$ cat config.mk
export PLATFORM = sky130hd
export DESIGN_NAME = instruction_fetch_unit
export DESIGN_NICKNAME = d
export VERILOG_FILES = /design/src/rtl/instruction_fetch_unit.sv
export SDC_FILE = /design/constraint.sdc
export NUM_CORES = 1
export LEC_CHECK = 0
export CORE_ASPECT_RATIO = 0.8
export CORE_MARGIN = 2
export CORE_UTILIZATION = 57
export CTS_BUF_LIST = sky130_fd_sc_hd__clkbuf_4 sky130_fd_sc_hd__clkbuf_8
export DETAILED_ROUTE_END_ITERATION = 7
export GPL_TIMING_DRIVEN = 0
export PLACE_DENSITY_LB_ADDON = 0.08
export SYNTH_ARGS = -nofsm -noshare
export SYNTH_HDL_FRONTEND = slang
export SYNTH_SLANG_ARGS = --single-unit
export TNS_END_PERCENT = 50
$ cat constraint.sdc
create_clock -name CLK -period 7.1 [get_ports CLK]
set_input_delay 1.42 -clock CLK [delete_from_list [all_inputs] [get_ports CLK]]
set_output_delay 1.42 -clock CLK [all_outputs]
set_load 0.01 [all_outputs]
$ cat src/rtl/instruction_fetch_unit.sv
`default_nettype none
// ============================================================================
// Module      : instruction_fetch_unit
// Description : PC owner and ROM initiator with tagged responses, a one-entry
//               skid buffer and redirect flush, feeding decode over valid/stall.
// Revision    : 1.0 - initial release
// ============================================================================
module instruction_fetch_unit #(
    parameter int                ADDR_W   = 32,
    parameter int                INSTR_W  = 48,
    parameter logic [ADDR_W-1:0] RESET_PC = '0
) (
    input  logic               CLK,
    input  logic               Reset,
    output logic [ADDR_W-1:0]  RomAddr,
    input  logic [INSTR_W-1:0] RomInstr,
    input  logic               StallD,
    input  logic               Redirect,
    input  logic [ADDR_W-1:0]  RedirectPC,
    output logic [INSTR_W-1:0] InstrD,
    output logic [ADDR_W-1:0]  PCD,
    output logic               ValidD
);

    localparam logic [ADDR_W-1:0] c_align_mask = ~ADDR_W'(3);
    localparam logic [ADDR_W-1:0] c_reset_pc   = RESET_PC & c_align_mask;
    localparam logic [ADDR_W-1:0] c_pc_step    = ADDR_W'(4);

    logic [ADDR_W-1:0]  r_pc;
    logic               r_req_valid;
    logic [ADDR_W-1:0]  r_req_pc;
    logic               r_valid_d;
    logic [INSTR_W-1:0] r_instr_d;
    logic [ADDR_W-1:0]  r_pc_d;
    logic               r_sk_valid;
    logic [INSTR_W-1:0] r_sk_instr;
    logic [ADDR_W-1:0]  r_sk_pc;

    logic       w_drain;
    logic       w_load;
    logic [1:0] w_occ;
    logic       w_issue;

    // Issue only while the in-flight response is guaranteed a slot even if
    // decode stalls forever: at most one entry held after this edge's drain.
    always_comb begin
        w_drain = r_valid_d & ~StallD;
        w_load  = ~r_valid_d | ~StallD;
        w_occ   = {1'b0, r_valid_d} + {1'b0, r_sk_valid} + {1'b0, r_req_valid};
        w_issue = (w_occ <= (2'd1 + {1'b0, w_drain}));
    end

    always_ff @(posedge CLK) begin
        if (Reset) begin
            r_pc        <= c_reset_pc;
            r_req_valid <= 1'b0;
            r_req_pc    <= '0;
            r_valid_d   <= 1'b0;
            r_instr_d   <= '0;
            r_pc_d      <= '0;
            r_sk_valid  <= 1'b0;
            r_sk_instr  <= '0;
            r_sk_pc     <= '0;
        end else if (Redirect) begin
            r_pc        <= RedirectPC & c_align_mask;
            r_req_valid <= 1'b0;
            r_valid_d   <= 1'b0;
            r_sk_valid  <= 1'b0;
        end else begin
            r_req_valid <= w_issue;
            if (w_issue) begin
                r_req_pc <= r_pc;
                r_pc     <= r_pc + c_pc_step;
            end

            if (w_load) begin
                if (r_sk_valid) begin
                    r_instr_d <= r_sk_instr;
                    r_pc_d    <= r_sk_pc;
                end else if (r_req_valid) begin
                    r_instr_d <= RomInstr;
                    r_pc_d    <= r_req_pc;
                end
                r_valid_d  <= r_sk_valid | r_req_valid;
                r_sk_valid <= r_sk_valid & r_req_valid;
                if (r_sk_valid && r_req_valid) begin
                    r_sk_instr <= RomInstr;
                    r_sk_pc    <= r_req_pc;
                end
            end else if (r_req_valid) begin
                // Stalled: skid is known empty here, so the response parks in it.
                r_sk_valid <= 1'b1;
                r_sk_instr <= RomInstr;
                r_sk_pc    <= r_req_pc;
            end
        end
    end

    assign RomAddr = r_pc;
    assign InstrD  = r_instr_d;
    assign PCD     = r_pc_d;
    assign ValidD  = r_valid_d;

endmodule
`default_nettype wire

# Word level (Yosys, flattened, before mapping)
# Index checks and enable logic that the tools add are counted.
[totals]
word_cells = 43
reg_bits = 227
[op_classes]
order_cmp = 1
n_reduce_logical = 8
bitwise = 7
add_sub_neg = 4
n_mux = 12
eq_ne = 1
[ops]
columns = ["cell", "count"]
rows = [
  ["32-bit 2-to-1 mux", 6],
  ["48-bit 2-to-1 mux", 4],
  ["32-bit by 3-bit adder with 32-bit output, second input constant", 1],
  ["3-bit AND reduction", 2],
  ["2-bit nonzero test", 3],
  ["1-bit inverter", 3],
  ["1-bit by 1-bit adder with 2-bit output", 1],
  ["1-bit by 1-bit adder with 2-bit output, first input constant", 1],
  ["2-bit by 1-bit adder with 2-bit output", 1],
  ["1-bit bitwise AND", 2],
  ["2-bit less-or-equal comparator", 1],
  ["1-bit 2-to-1 mux", 2],
  ["2-bit by 1-bit != test with 1-bit output, second input constant", 1],
  ["1-bit OR", 2],
  ["2-bit AND reduction", 1],
  ["2-bit OR reduction", 1],
  ["1-bit logical AND", 1],
]

# Longest topological paths before layout
# Gate-level depths: netlist of the first run.
[depth]
word_depth = 6
depth_mapped = 10
mapped_depth_nobuf = 8

# Worst setup path after synthesis of the first run
# No wires, ideal clock.
[synth_timing]
path_kind = "in2reg"
from = "input port StallD"
to = "register r_pc[3] (netlist: RomAddr[3])"
arrival_ns = 3.224
stages = 9
path_buffers = 2
path_slack_ns = 3.744
path_cell_list = "nand2b_1 -> ha_1 -> nor2b_1 -> a2bb2oi_1 -> buf_2 -> buf_1 -> mux2_2 -> nand2_1 -> a21oi_1"
[synth_between]
elab_chain_cells = 5
[synth_lines]
columns = ["element", "line", "source"]
rows = [
  ["from (decl)", "17", "input logic StallD,"],
  ["1-bit inverter", "47", "w_drain = r_valid_d & ~StallD;"],
  ["1-bit bitwise AND", "47", ""],
  ["1-bit by 1-bit adder with 2-bit output", "50", "w_issue = (w_occ <= (2'd1 + {1'b0, w_drain}));"],
  ["2-bit less-or-equal comparator", "50", ""],
  ["2-bit nonzero test (no line)", "n/a", ""],
  ["to (signal assigned)", "55", "r_pc <= c_reset_pc;"],
  ["to (signal assigned)", "65", "r_pc <= RedirectPC & c_align_mask;"],
  ["to (signal assigned)", "73", "r_pc <= r_pc + c_pc_step;"],
  ["to (decl)", "29", "logic [ADDR_W-1:0] r_pc;"],
]
# No other way between the ends.
# A chain may end at the register's enable or synchronous reset.

# Final worst setup path of the first run
# Same ends and word-level chain as after synthesis.

==> results of run 1 <==
worst reg2reg max path, delay by kind of cell, from the launching register on:
family                     cells  cell delay (ns)
adders and majority gates      2             0.71
AOI/OAI and AO/OA              2             0.40
DFF                            1             0.37
and+or+nand+nor                2             0.19
muxes                          1             0.40
buffers and inverters          3             0.86
registers in the layout, summed over array words and instances, names as in the netlist:
| signal | flops |
|---|---|
| InstrD | 48 |
| PCD | 30 |
| RomAddr | 30 |
| ValidD | 1 |
| r_req_pc | 30 |
| r_req_valid | 1 |
| r_sk_instr | 48 |
| r_sk_pc | 30 |
| r_sk_valid | 1 |
metal layers:
layer | vias up | GRT usage, % | part of all wire (%) | wire length (um)
li1 | 4081 | - | - | -
met1 | 3857 | 41.6 | 47 | 11500
met2 | 318 | 45.3 | 44 | 10900
met3 | 40 | 5.58 | 7.4 | 1830
met4 | 2 | 10.4 | 2.1 | 522
met5 | - | 0 | 0.052 | 13
power groups by stage:
stage          Combinational, uW  Clock [uW]  Sequential, uW
2_1_floorplan                137           0            1360
3_3_place_gp                 317           0            1350
3_5_place_dp                 321           0            1350
4_1_cts                      323        1170            1320
5_1_grt                      354        1220            1330
6_report                     324        1160            1320
synthesized netlist by cell type, types with 2 or more instances:
| master | n |
|---|---|
| buf_1 | 13 |
| nand2_1 | 230 |
| nor4b_1 | 3 |
| o2111a_1 | 2 |
| a31oi_1 | 2 |
| inv_1 | 5 |
| and2_1 | 5 |
| o21ai_0 | 4 |
| nor2_1 | 102 |
| mux2i_1 | 80 |
| or3_1 | 2 |
| xnor2_1 | 20 |
| nor2b_1 | 6 |
| clkbuf_1 | 72 |
| a211oi_1 | 96 |
| nor3_1 | 9 |
| nor4_2 | 2 |
| ha_1 | 3 |
| and4_1 | 2 |
| nand3_1 | 10 |
| a21oi_1 | 112 |
| buf_2 | 2 |
| nor4_1 | 9 |
| and3_1 | 2 |
| nor4_4 | 4 |
| dfxtp_1 | 219 |
| buf_4 | 4 |
| nand4_1 | 7 |
final cells by class:
cell class | count | share of cell area [%]
well taps | 215 | 2.25
multi-input cells | 738 | 35.7
clock buffers | 57 | 6.29
repair buffers | 189 | 15.8
inverters | 5 | 0.157
plain buffers | 92 | 3.09
clock inverters | 3 | 0.146
flip-flops and latches | 219 | 36.6
metrics by stage:
stage	instances	total power, uW	setup WS, ns
3_3_place_gp	1458	1670	2.88
3_5_place_dp	1458	1670	2.86
2_1_floorplan	1054	1490	3.74
6_report	1518	2810	3.35
5_1_grt	1518	2910	3.14
4_1_cts	1518	2820	3.38
logic make-up after synthesis:
| logic type | synth area share, % |
|---|---|
| AND/OR/NAND/NOR | 19.7 |
| AO/OA/AOI/OAI | 15.6 |
| flip-flops | 48.5 |
| buffers and inverters | 4.31 |
| multiplexers | 8.99 |
| XOR/XNOR | 2.04 |
| adder cells (fa/ha/maj) | 0.748 |
| other | 0.0415 |
how the worst max path moves through the flow:
stage	slack, ns	startpoint	end	cells after the start
finish	3.35	StallD	RomAddr[3]	10
global route	3.14	StallD	r_req_pc[31]	10
CTS	3.38	StallD	RomAddr[3]	10
detailed placement	2.86	StallD	r_req_pc[19]	10
global placement	2.88	StallD	RomAddr[3]	10
floorplan	3.74	StallD	RomAddr[3]	9
==> out/qor.csv, run 1 <==
metric,value,unit
yosysSeqAreaShare,48.5,%
crit_chain,"clkdlybuf4s50_1, nand2b_1, ha_1, nor2b_1, a2bb2oi_1, buf_2, buf_1, mux2_2, nand2_1, a21oi_1",
dpl_cell_area,0.0112,sq mm
synth_cells,1051,
min_period_over_period,52.8,%
reg2reg_to,RomAddr[3],
path_class,in -> reg,
finalSetupTns,0,ns
rsz0062_at_grt,false,
gp_congestion,0.930,
hpwl,17.7,mm
worst_clock_skew,0.0123,ns
min_to,r_sk_pc[16],
synth_seq_cells,219,
synthToLayoutAreaGrowth,32.6,%
crit_arrival,4.12,ns
multiInputGateArea,0.00427,sq mm
synth_edf_count,0,
drc,0,
r2r-start,r_req_valid,
ctsResizeCount,0,
swShare,25.0,%
row_count,41,
synth_area,0.00903,sq mm
die_w,145,um
io_buffers,189,
fin_crit,3.75,ns
dieArea,0.0169,sq mm
power.internal,2110,uW
cp_top_family,buffers and inverters,
nets,1368,
final_util,76.5,%
n_antenna_cell,0,
holdCritStartpoint,r_sk_pc[16],
pwr-share-clk,41.3,%
cp_slowest_cell,buf_1,
p_leak,0.00381,uW
seqPwrFrac,47.1,%
routed_wirelength,24.8,mm
synth_top_cell_area_share,48.5,%
worstSetupStartpointType,input pin,
die_h,117,um
postCtsSetupRepairBufs,0,
vdd_ir_drop_max,158,uV
ys_top_cells_by_area,"dfxtp_1 49%, nand2_1 9.6%, mux2i_1 8.9%, a211oi_1 8.0%, a21oi_1 6.2%",
vias,8298,
whs,0.453,ns
layout_commonest_cell,nand2_1,
synth_cell_types,52,
first_pass_iters,5,
fillers,1199,
netSwitchingPower,702,uW
wl_per_cell,16.3,um
clock_sinks,219,
min_path_cells,2,
hold_viol_final,0,
drt_iter0_markers,378,
relSlewSlack,42.6,%
worstPathMaxFanout,10,
path_clk_slew,0.06,ns
tightest_slew,0.862,ns
status,"finished, final reports clean",
drive_above_1_share,6.14,%
final_cell_mix,"230 x nand2_1, 219 x dfxtp_1, 189 x clkdlybuf4s50_1",
critPathMaxStageDelay,0.49,ns
vias_per_cell,5.47,
grt_max_degree,11,
end_kind,register,
cts_tree,yes,
slew_viol_final,0,
worst_ep_required_time,7.47,ns
worst-r2r-setup-slack,4.04,ns
cap_violations,0,
clkLatencyLatePin,0.51,ns
ys.flop_type,dfxtp_1,
synth_async_sr_flop_share,0,%
timing.fmax,267,MHz
powerDensity,235,mW/mm^2
cp_num_buf_inv,3,
start_util,57.7,%
yosysWarnings,0,
ctsLongestPathBuffers,3,
grt_remaining_overflow,0,
pwr-share-comb,11.5,%
design_area,0.0120,sq mm
core,0.0156,sq mm
hold_class,reg -> reg,
rr_worst_depth,10,
setup_viol,0,
numCtsBuffers,35,
gr-usage-all-layers,29.4,%
grt_pass1_vias,7824,
h-tree-depth,2,
yosys.area.top_type,dfxtp_1,
antenna_found_initial,1,
syn_avg_cell_area,8.59,sq um
seqCellArea,0.00438,sq mm
grt_pass1_wl,39.5,mm
ant_nets,0,
num_io_pins,197,
postCtsHoldBufs,0,
root_buffer,clkbuf_8,
(Power assumes the default switching activity.)
==> inputs of run 2 (changes only) <==
--- a/config.mk
+++ b/config.mk
@@ -7,7 +7,7 @@
 export LEC_CHECK = 0
 export CORE_ASPECT_RATIO = 0.8
 export CORE_MARGIN = 2
-export CORE_UTILIZATION = 57
+export CORE_UTILIZATION = 52
 export CTS_BUF_LIST = sky130_fd_sc_hd__clkbuf_4 sky130_fd_sc_hd__clkbuf_8
 export DETAILED_ROUTE_END_ITERATION = 7
 export GPL_TIMING_DRIVEN = 0
==> constraint.sdc (replaced) <==
create_clock -name CLK -period 3.7 [get_ports CLK]
set_input_delay 0.74 -clock CLK [delete_from_list [all_inputs] [get_ports CLK]]
set_output_delay 0.74 -clock CLK [all_outputs]
set_load 0.01 [all_outputs]
==> out/qor.csv, run 2 (same netlist as run 1, synthesis figures left out) <==
metric,value,unit,change
tightest_slew,0.936,ns,+0.0745 ns
cts_tree,yes,,
ant_nets,0,,unchanged
min_period_over_period,85.3,%,
root_buffer,clkbuf_8,,
end_kind,register,,
drt_iter0_markers,461,,+22%
drc,0,,unchanged
worstPathMaxFanout,10,,unchanged
grt_max_degree,11,,unchanged
hold_viol_final,0,,unchanged
gr-usage-all-layers,27.0,%,-2.4 points
die_w,151,um,+4.6%
core,0.0172,sq mm,+9.7%
vias_per_cell,5.43,,-0.65%
gp_congestion,0.953,,+2.5%
relSlewSlack,37.6,%,-5.0 points
first_pass_iters,5,,unchanged
ctsResizeCount,0,,unchanged
worst_ep_required_time,4.07,ns,-3.40 ns
layout_commonest_cell,nand2_1,,
antenna_found_initial,0,,-1
path_class,in -> reg,,
hold_class,reg -> reg,,
nets,1368,,unchanged
cp-startpoint,StallD,,
routed_wirelength,25.2,mm,+1.6%
dieArea,0.0184,sq mm,+9.3%
grt_pass1_vias,7888,,+0.82%
status,"finished, final reports clean",,
r2r-start,ValidD,,
final_util,69.8,%,-6.7 points
vias,8298,,unchanged
postCtsHoldBufs,0,,unchanged
n_antenna_cell,0,,unchanged
num_io_pins,197,,unchanged
start_util,52.6,%,-5.1 points
setup_viol,0,,unchanged
final_cell_mix,"230 x nand2_1, 219 x dfxtp_1, 189 x clkdlybuf4s50_1",,
path_clk_slew,0.06,ns,about the same
grt_remaining_overflow,0,,unchanged
postCtsSetupRepairBufs,0,,unchanged
numCtsBuffers,35,,unchanged
cap_violations,0,,unchanged
powerDensity,454,mW/mm^2,+93%
slew_viol_final,0,,unchanged
timing.fmax,317,MHz,
ctsLongestPathBuffers,3,,unchanged
clkLatencyLatePin,0.51,ns,about the same
row_count,43,,+4.9%
fin_crit,3.16,ns,
worst_clock_skew,0.0196,ns,+0.00727 ns
vdd_ir_drop_max,306,uV,+93%
hpwl,17.8,mm,+0.48%
drive_above_1_share,6.14,%,unchanged
die_h,122,um,+4.5%
fillers,1420,,+18%
io_buffers,189,,unchanged
h-tree-depth,2,,unchanged
worst-r2r-setup-slack,0.57,ns,-3.47 ns
worstSetupStartpointType,input pin,,
crit_arrival,3.53,ns,-0.59 ns
rr_worst_depth,10,,unchanged
min_path_cells,2,,unchanged
reg2reg_to,r_req_pc[17],,
p_leak,0.00381,uW,+0.12%
min_to,r_sk_pc[15],,
finalSetupTns,0,ns,unchanged
synthToLayoutAreaGrowth,32.7,%,about the same
rsz0062_at_grt,false,,
clock_sinks,219,,unchanged
grt_pass1_wl,39.6,mm,+0.37%
holdCritStartpoint,r_sk_pc[15],,
wl_per_cell,16.5,um,+0.91%
[run 2: cell count changes in the layout (fill, tap and decap cells not counted)]
cell,change
clkbuf_8,-7
clkbuf_4,+5
bufinv_16,+2
clkinv_2,+1
clkinvlp_4,-1
[run 2: how the worst max path moves through the flow]
stage                        end  slack, ns
global placement    r_req_pc[17]       0.18
CTS                 r_req_pc[16]       0.59
floorplan             RomAddr[3]       1.02
detailed placement  r_req_pc[16]       0.08
global route        r_req_pc[17]       0.39
finish              r_req_pc[17]       0.54
[run 2: worst max-delay path: stages]
cell and delay [ns]:
clkdlybuf4s50_1 0.42, nand2b_1 0.17, ha_1 0.30, nor2b_1 0.15, a2bb2oi_1 0.30, buf_1 0.75
nor2_1 0.19, clkbuf_1 0.30, nand2_1 0.15, a21oi_1 0.06
[run 2: cell type report]
type | count | area [sq um] | area share (%)
Sequential cell | 219 | 4380 | 36.6
Clock buffer | 55 | 694 | 5.79
Inverter | 5 | 18.8 | 0.157
Multi-Input combinational cell | 738 | 4270 | 35.6
Timing Repair Buffer | 189 | 1890 | 15.8
Clock inverter | 5 | 75.1 | 0.626
Tap cell | 225 | 282 | 2.35
Buffer | 92 | 370 | 3.09
[run 2: stage by stage]
step	area, sq um	power [uW]	hold WS, ns	worst slack [ns]	cells
floorplan	9040	2860	0.436	1.02	1054
CTS	12000	5450	0.454	0.587	1528
detailed placement	11200	3210	0.446	0.0789	1468
global route	12000	5630	0.467	0.391	1528
global placement	11200	3200	0.441	0.176	1468
finish	12000	5440	0.453	0.543	1528
[run 2: power breakdown]
part	internal [uW]	switching (uW)
combinational	311	312
sequential	2450	87.5
clock	1330	948
total	4090	1350
[run 2: layer usage]
metal	up-vias	GRT usage, %	wire length, um
li1	4078	-	-
met1	3882	37.9	11800
met2	287	42.8	11200
met3	51	4.68	1550
met4	0	8.47	592
met5	-	0	0
==> RTL edit, RTL diff (flow settings as in run 2) <==
Set the parameter `INSTR_W` to 40 (it was 48).
--- a/src/rtl/instruction_fetch_unit.sv
+++ b/src/rtl/instruction_fetch_unit.sv
@@ -7,7 +7,7 @@
 // ============================================================================
 module instruction_fetch_unit #(
     parameter int                ADDR_W   = 32,
-    parameter int                INSTR_W  = 48,
+    parameter int                INSTR_W  = 40,
     parameter logic [ADDR_W-1:0] RESET_PC = '0
 ) (
     input  logic               CLK,
Interface: changed (resized InstrD and RomInstr); port bits go from 197 to 181. No check against the original RTL was run, so the function may have changed too.
==> RTL edit against run 2 <==
Largest power group unchanged. Count of clock-buffer cells in the layout shrank 3. Design area shrank 7.9%. Setup slack lost 0.093 ns. Routed wire length shrank 9.3%. Worst hold slack is essentially flat. Synthesized area shrank 7.3%. Total power shrank 10%. Sequential cell count shrank 16. Fmax shrank 2.9%. Non-clock buffer count shrank 23. Global-route usage shrank 0.94 points. Final cell count shrank 6.3%. Clock skew shrank 0.0038 ns.
==> RTL edit: results (changes against run 2) <==
VDD IR max=0.0002544 V (-17%); row count=41 (-4.7%); post-layout util=0.7012 (+0.002797); status=completed; Yosys reg bits=203 (-7.3%); GR Util met2=0.3948 (-0.03285); M1 WL=10,830 um (-8.1%); I/O Buffers=172 (-9.0%); metal3 WL=1787 um (+15%); clock buffer count from CTS=34 (-2.9%); GRT Overall Usage=0.2611 (-0.009365); Power Sequential=2.36 mW (-7%); ranking of synthesized cells by area=dfxtp_1, nand2_1, mux2i_1, a211oi_1, a21oi_1; share of cells above drive strength 1=0.06245 (+0.001052); number of non-clock inverters in the layout=8 (+3); Compound-Gate Fraction of Synth Area=0.1638 (+0.007523); Multi-In Gates=691 (-6.4%); Fillers=1,360 (-4.2%); Signal buf overhead=0.1894 (+0.0007139); fraction of area in multi-input gates=0.3550 (-0.001290); Seq/Total Area, Yosys=0.4854 (about the same); Slew @ Worst Pin=0.8737 ns (-0.06251 ns); clock buffers=52 (-5.5%); Critical Path AT=3.63 ns (+0.10 ns); Post-Synth XOR/XNOR Area=0.01883 (-0.001534); first-pass GRT wire length=37,000 um (-6.6%); met1 GRT Util=0.3899 (+0.01118); Fin Clk Skew=0.01579 ns (-0.003765 ns); sequential cell area share=0.3680 (+0.002242); met2 WL post-DR=9998 um (-11%)
-- RTL edit: changes by cell type after synthesis, moves of 6 or more --
cell,before,now
nand2_1,230,213
dfxtp_1,219,203
a21oi_1,112,103
mux2i_1,80,71
buf_1,13,5
a211oi_1,96,90
nor2_1,102,96
-- RTL edit: path summary, 6_finish.rpt --
| check | slack (ns) | end | cells past startpoint | startpoint |
|---|---|---|---|---|
| setup / recovery | 0.45 | r_req_pc[14] | 11 | ValidD |
| hold / removal | 0.45 | r_sk_pc[11] | 2 | r_sk_pc[11] |
| setup reg to reg | 0.45 | r_req_pc[14] | 11 | ValidD |
| hold reg to reg | 0.45 | r_sk_pc[11] | 2 | r_sk_pc[11] |
-- RTL edit: critical path, cell delays in order (launching register included) --
cell and delay, ns:
dfxtp_1 0.34, fa_1 0.54, inv_1 0.04, ha_1 0.18
and2b_2 0.20, a2bb2oi_1 0.33, clkbuf_1 0.43, buf_1 0.43
nor2_1 0.13, clkbuf_1 0.25, nand2_1 0.17, a21oi_1 0.08
